`src/rtl/bool_eval_pkg.sv`:
```
// bool_eval_pkg: shared constants and sizing helpers for the Boolean-function
// evaluator.
//   DEPTH_OF(n)  - truth-table depth for n input variables (1<<n)
//   CFG_SEL_W(n) - width of a function-select field for n functions (min 1)
//   F1_TT, F2_TT - legacy SOP functions expressed as truth tables; the first
//                  listed variable is the MSB of the table index.
package bool_eval_pkg;

   localparam logic [15:0] F1_TT = 16'h35A5;
   localparam logic [15:0] F2_TT = 16'hEEE2;

   function automatic int DEPTH_OF(input int n);
      return 1 << n;
   endfunction

   function automatic int CFG_SEL_W(input int n);
      return (n <= 2) ? 1 : $clog2(n);
   endfunction

endpackage

```
`src/rtl/bool_eval_stage.sv`:
```
// bool_eval_stage: one valid/ready register slice.
//   clk, rst              clock, synchronous active-high reset
//   in_valid/in_ready     upstream handshake; in_ready = ~out_valid | out_ready
//   in_data  [W]          data captured on an upstream handshake
//   out_valid/out_ready   downstream handshake
//   out_data [W]          registered data, held while stalled
module bool_eval_stage #(
   parameter int W = 8
) (
   input  logic         clk,
   input  logic         rst,
   input  logic         in_valid,
   output logic         in_ready,
   input  logic [W-1:0] in_data,
   output logic         out_valid,
   input  logic         out_ready,
   output logic [W-1:0] out_data
);

   // The slice may take a new entry whenever it is empty or its current
   // entry leaves in the same cycle.
   assign in_ready = ~out_valid | out_ready;

   always_ff @(posedge clk) begin
      if (rst) begin
         out_valid <= 1'b0;
         out_data  <= '0;
      end else if (in_ready) begin
         out_valid <= in_valid;
         if (in_valid) out_data <= in_data;
      end
   end

endmodule

```
`src/rtl/bool_func_eval.sv`:
```
// bool_func_eval: two-stage pipelined evaluator of N_FUNC Boolean functions of
// N_IN variables, each held as a runtime-writable truth table.
//   clk, rst             clock, synchronous active-high reset
//   in_valid/in_ready    sample input handshake (in_ready low during reset)
//   in_vars   [N_IN]     variable vector, MSB is the first variable
//   out_valid/out_ready  result handshake
//   out_f     [N_FUNC]   out_f[f] = table f indexed by the sample
//   out_vars  [N_IN]     echo of the evaluated sample
//   cfg_we/cfg_sel/cfg_table  truth-table write port (out-of-range sel ignored)
//   eval_cnt  [CNT_W]    saturating count of output handshakes
module bool_func_eval
   import bool_eval_pkg::*;
#(
   parameter int N_IN   = 4,
   parameter int N_FUNC = 2,
   parameter logic [N_FUNC*(1<<N_IN)-1:0] TT_INIT = {F2_TT, F1_TT},
   parameter int CNT_W  = 16
) (
   input  logic                          clk,
   input  logic                          rst,
   input  logic                          in_valid,
   output logic                          in_ready,
   input  logic [N_IN-1:0]               in_vars,
   output logic                          out_valid,
   input  logic                          out_ready,
   output logic [N_FUNC-1:0]             out_f,
   output logic [N_IN-1:0]               out_vars,
   input  logic                          cfg_we,
   input  logic [CFG_SEL_W(N_FUNC)-1:0]  cfg_sel,
   input  logic [DEPTH_OF(N_IN)-1:0]     cfg_table,
   output logic [CNT_W-1:0]              eval_cnt
);

   localparam int DEPTH = DEPTH_OF(N_IN);
   localparam int SEL_W = CFG_SEL_W(N_FUNC);

   logic                             s1_in_rdy, s1_v, s2_in_rdy;
   logic [N_IN-1:0]                  s1_vars;
   logic [N_FUNC-1:0]                look;
   logic [N_FUNC-1:0][DEPTH-1:0]     tbl;
   logic [N_FUNC+N_IN-1:0]           s2_data;

   // Table bank: a write lands at the edge, so a lookup registered at that
   // same edge still sees the old contents.
   for (genvar f = 0; f < N_FUNC; f++) begin : g_func
      always_ff @(posedge clk) begin
         if (rst)
            tbl[f] <= TT_INIT[f*DEPTH +: DEPTH];
         else if (cfg_we && cfg_sel == SEL_W'(f))
            tbl[f] <= cfg_table;
      end
      assign look[f] = tbl[f][s1_vars];
   end

   bool_eval_stage #(.W(N_IN)) u_s1 (
      .clk       (clk),
      .rst       (rst),
      .in_valid  (in_valid),
      .in_ready  (s1_in_rdy),
      .in_data   (in_vars),
      .out_valid (s1_v),
      .out_ready (s2_in_rdy),
      .out_data  (s1_vars)
   );

   bool_eval_stage #(.W(N_FUNC+N_IN)) u_s2 (
      .clk       (clk),
      .rst       (rst),
      .in_valid  (s1_v),
      .in_ready  (s2_in_rdy),
      .in_data   ({look, s1_vars}),
      .out_valid (out_valid),
      .out_ready (out_ready),
      .out_data  (s2_data)
   );

   assign {out_f, out_vars} = s2_data;
   assign in_ready          = s1_in_rdy & ~rst;

   always_ff @(posedge clk) begin
      if (rst)
         eval_cnt <= '0;
      else if (out_valid && out_ready && eval_cnt != '1)
         eval_cnt <= eval_cnt + CNT_W'(1);
   end

endmodule

```
`config.mk`:
```
export PLATFORM = sky130hd
export DESIGN_NAME = bool_func_eval
export DESIGN_NICKNAME = d
export VERILOG_FILES = /design/src/rtl/bool_eval_pkg.sv /design/src/rtl/bool_eval_stage.sv /design/src/rtl/bool_func_eval.sv
export SDC_FILE = /design/constraint.sdc
export NUM_CORES = 1
export LEC_CHECK = 0
export CAP_MARGIN = 25
export CORE_MARGIN = 2
export CORE_UTILIZATION = 47
export CTS_CLUSTER_SIZE = 20
export DETAILED_ROUTE_END_ITERATION = 10
export PLACE_DENSITY = 0.7
export REMOVE_ABC_BUFFERS = 1
export SYNTH_ARGS = -nofsm -noshare
export SYNTH_HDL_FRONTEND = slang
export SYNTH_HIERARCHICAL = 1
export SYNTH_SLANG_ARGS = --single-unit
```
`constraint.sdc`:
```
create_clock -name clk -period 2.6 [get_ports clk]
set_input_delay 0.39 -clock clk [delete_from_list [all_inputs] [get_ports clk]]
set_output_delay 0.39 -clock clk [all_outputs]
set_load 0.02 [all_outputs]
```
==> results_dict.tcl <==
set metrics [dict create \
    grt_max_degree 68 \
    diodes 0 \
    rows 27 \
    wl_met2_mm 2.750 \
    drc 0 \
    syn_to_final_growth_pct 26.66 \
    synth_area_per_cell_sq_um 8.903 \
    synth-edff-count 0 \
    rsz0062_at_grt "false" \
    yosysTopAreaCell "dfxtp_1" \
    hold_viol 0 \
    cp.required_ps 2210 \
    grt_pass1_wl_mm 10.06 \
    top_layer "met4" \
    wl_per_cell_um 13.97 \
    start_util_pct 49.38 \
    drive_gt1_share_pct 11.85 \
    drt-met1-wl_mm 2.903 \
    worstMarginPinSlew_ps 624.9 \
    finalInstanceArea_sq_um 3507 \
    critPathMaxFanout 10 \
    io_pins 50 \
    synthTopCellsByArea "dfxtp_1, nand2_1, mux4_2, a21oi_1, nand3b_1" \
    grt_pass1_vias 2122 \
    slew_headroom_pct 58.34 \
    grt_overflow 0 \
    ff2ff_path_depth 4 \
    synth.most_common_cell "nand2_1" \
    finalCritPeriodShare_pct 90.97 \
    min_path_type "register to register" \
    vias 2363 \
    ir_drop_uv 350.9 \
    yosys_warnings 6 \
    nets 385 \
    die_width_um 80.76 \
    ys_seq_area_share_pct 43.38 \
    synth-async-reset-ratio_pct 0 \
    netlist_instances 311 \
    post_cts_resized 0 \
    holdPathStages 2 \
    pwr_density_cell_nw_per_um2 580.9 \
    critical_path_class "primary input to primary output" \
    fin_skew_ps 6.536 \
    drv_slew 0 \
    max_freq_mhz 422.8 \
    crit_arrival_ps 1980 \
    die_h_um 80.76 \
    clk_pin_slew_ps 60 \
    vias_per_cell 5.432 \
    p_leak_uw 0.001293 \
    dpl-instance-area_sq_um 3304 \
    synth_top_area_share_pct 43.38 \
    drv_cap 0 \
    cts_setup_buffers 0 \
    clockBufferDepth 2 \
    clock_sinks 60 \
    root_buffer "clkbuf_8" \
    wl_met3_um 371 \
    setup_violations 0 \
    drt_iter0_markers 160 \
    dp_hpwl_mm 4.183 \
    dr.pass1.iters 5 \
    die_area_sq_um 6521 \
    synth_area_sq_um 2769 \
    grtUsageTotal_pct 20.27 \
    synth-seq-cells 60 \
    cts_tree "built" \
    clkLatencyLatePin_ps 330 \
    period_minus_slack_ps 2365 \
    cts_buffers 9 \
    core_area_sq_um 5608 \
    ant_nets 0 \
    status "finished, final reports clean" \
    ctsHoldBuffers 0 \
    htreeDepth 3 \
    end_kind "primary output" \
    routed_wl_mm 6.079 \
    gp_congestion 0.7563 \
    io_buffer_count 49 \
    synth_flop_cell "dfxtp_1" \
    synth_common_cells "nand2_1, dfxtp_1, a21oi_1" \
    cp-start-kind "primary input" \
    synth.distinct_cells 36 \
    antenna_found_initial 0 \
    fin_tns_setup_ps 0 \
]
per-stage QoR:
step,hold WS (ps),setup slack (ps),cells,util [%],total power [uW]
3_3_place_gp,440.4,214.1,419,58.92,1210
6_report,452.4,234.9,435,62.54,2037
2_1_floorplan,427.1,657.7,291,-,1110
5_1_grt,470.9,140.1,435,62.54,2125
4_1_cts,454.5,223.1,435,62.54,2057
3_5_place_dp,445.8,155.0,419,58.92,1215
registers in the layout, indices dropped and copies added (netlist names):
name,flops
eval_cnt,16
tbl,32
u_s1/out_data,4
u_s1/out_valid,1
u_s2/out_data,6
u_s2/out_valid,1
power by group:
part / leakage (uW) / switching [uW] / internal, uW
registers: 0.000491 / 26.9 / 958
clock network: 0.000102 / 352 / 492
logic: 0.000700 / 96.0 / 113
total: 0.00129 / 475 / 1560
path summary, 6_finish.rpt:
| check | to | startpoint | slack [ps] |
|---|---|---|---|
| worst max-delay path | in_ready | out_ready | 230 |
| worst min-delay path | tbl[18] | tbl[18] | 450 |
| worst max register to register | eval_cnt[15] | eval_cnt[2] | 610 |
| worst min register to register | tbl[18] | tbl[18] | 450 |
per-layer routing:
metal	track usage [%]	vias to the layer above
met5	0	-
met4	5.593	0
met3	6.889	4
met2	30.42	60
met1	28.03	1107
li1	-	1192
logic make-up after synthesis:
family	Yosys count	share of synthesized area, %
AO/OA/AOI/OAI	58	12.97
adder cells (fa/ha/maj)	1	0.4518
buffers and inverters	22	3.614
flip-flops	60	43.38
multiplexers	18	11.30
AND/OR/NAND/NOR	152	28.29
critical path: stages:
cell             delay, ps
clkdlybuf4s50_1        520
nand2b_4               150
nand2b_4               170
nor2b_1                140
clkdlybuf4s50_1        600
cell usage in the layout (no fill, tap or decap):
| cell | count |
|---|---|
| nor4_1 | 1 |
| mux2_2 | 6 |
| clkbuf_8 | 11 |
| o31ai_1 | 3 |
| nor2_1 | 11 |
| clkinvlp_4 | 1 |
| nor3b_1 | 1 |
| buf_2 | 1 |
| o21ai_0 | 3 |
| or3b_2 | 1 |
| ha_1 | 1 |
| nand2b_4 | 2 |
| or4b_1 | 1 |
| clkbuf_1 | 1 |
| nand3_2 | 1 |
| nand4_1 | 6 |
| mux4_2 | 10 |
| buf_4 | 7 |
| nand3b_1 | 18 |
| nand2_1 | 70 |
| a311oi_1 | 1 |
| nand3_1 | 16 |
| or4_1 | 5 |
| a21oi_1 | 39 |
| mux2i_1 | 2 |
| dfxtp_1 | 60 |
| or3_1 | 1 |
| clkdlybuf4s50_1 | 48 |
| a41oi_1 | 1 |
| clkinv_2 | 2 |
| nor3_1 | 2 |
| inv_1 | 2 |
| bufinv_16 | 1 |
| and4_1 | 1 |
| o41ai_1 | 1 |
| nor2b_1 | 8 |
| nand2b_1 | 4 |
| and2_1 | 3 |
| a21bo_1 | 10 |
final cells by class:
type | count | area [sq um]
Fill cell | 523 | 2101
Multi-Input combinational cell | 229 | 1468
Tap cell | 72 | 90.09
Inverter | 2 | 7.507
Clock inverter | 4 | 47.55
Sequential cell | 60 | 1201
Timing Repair Buffer | 56 | 538.0
Clock buffer | 12 | 155.1
Power figures use the tool's default switching activity.
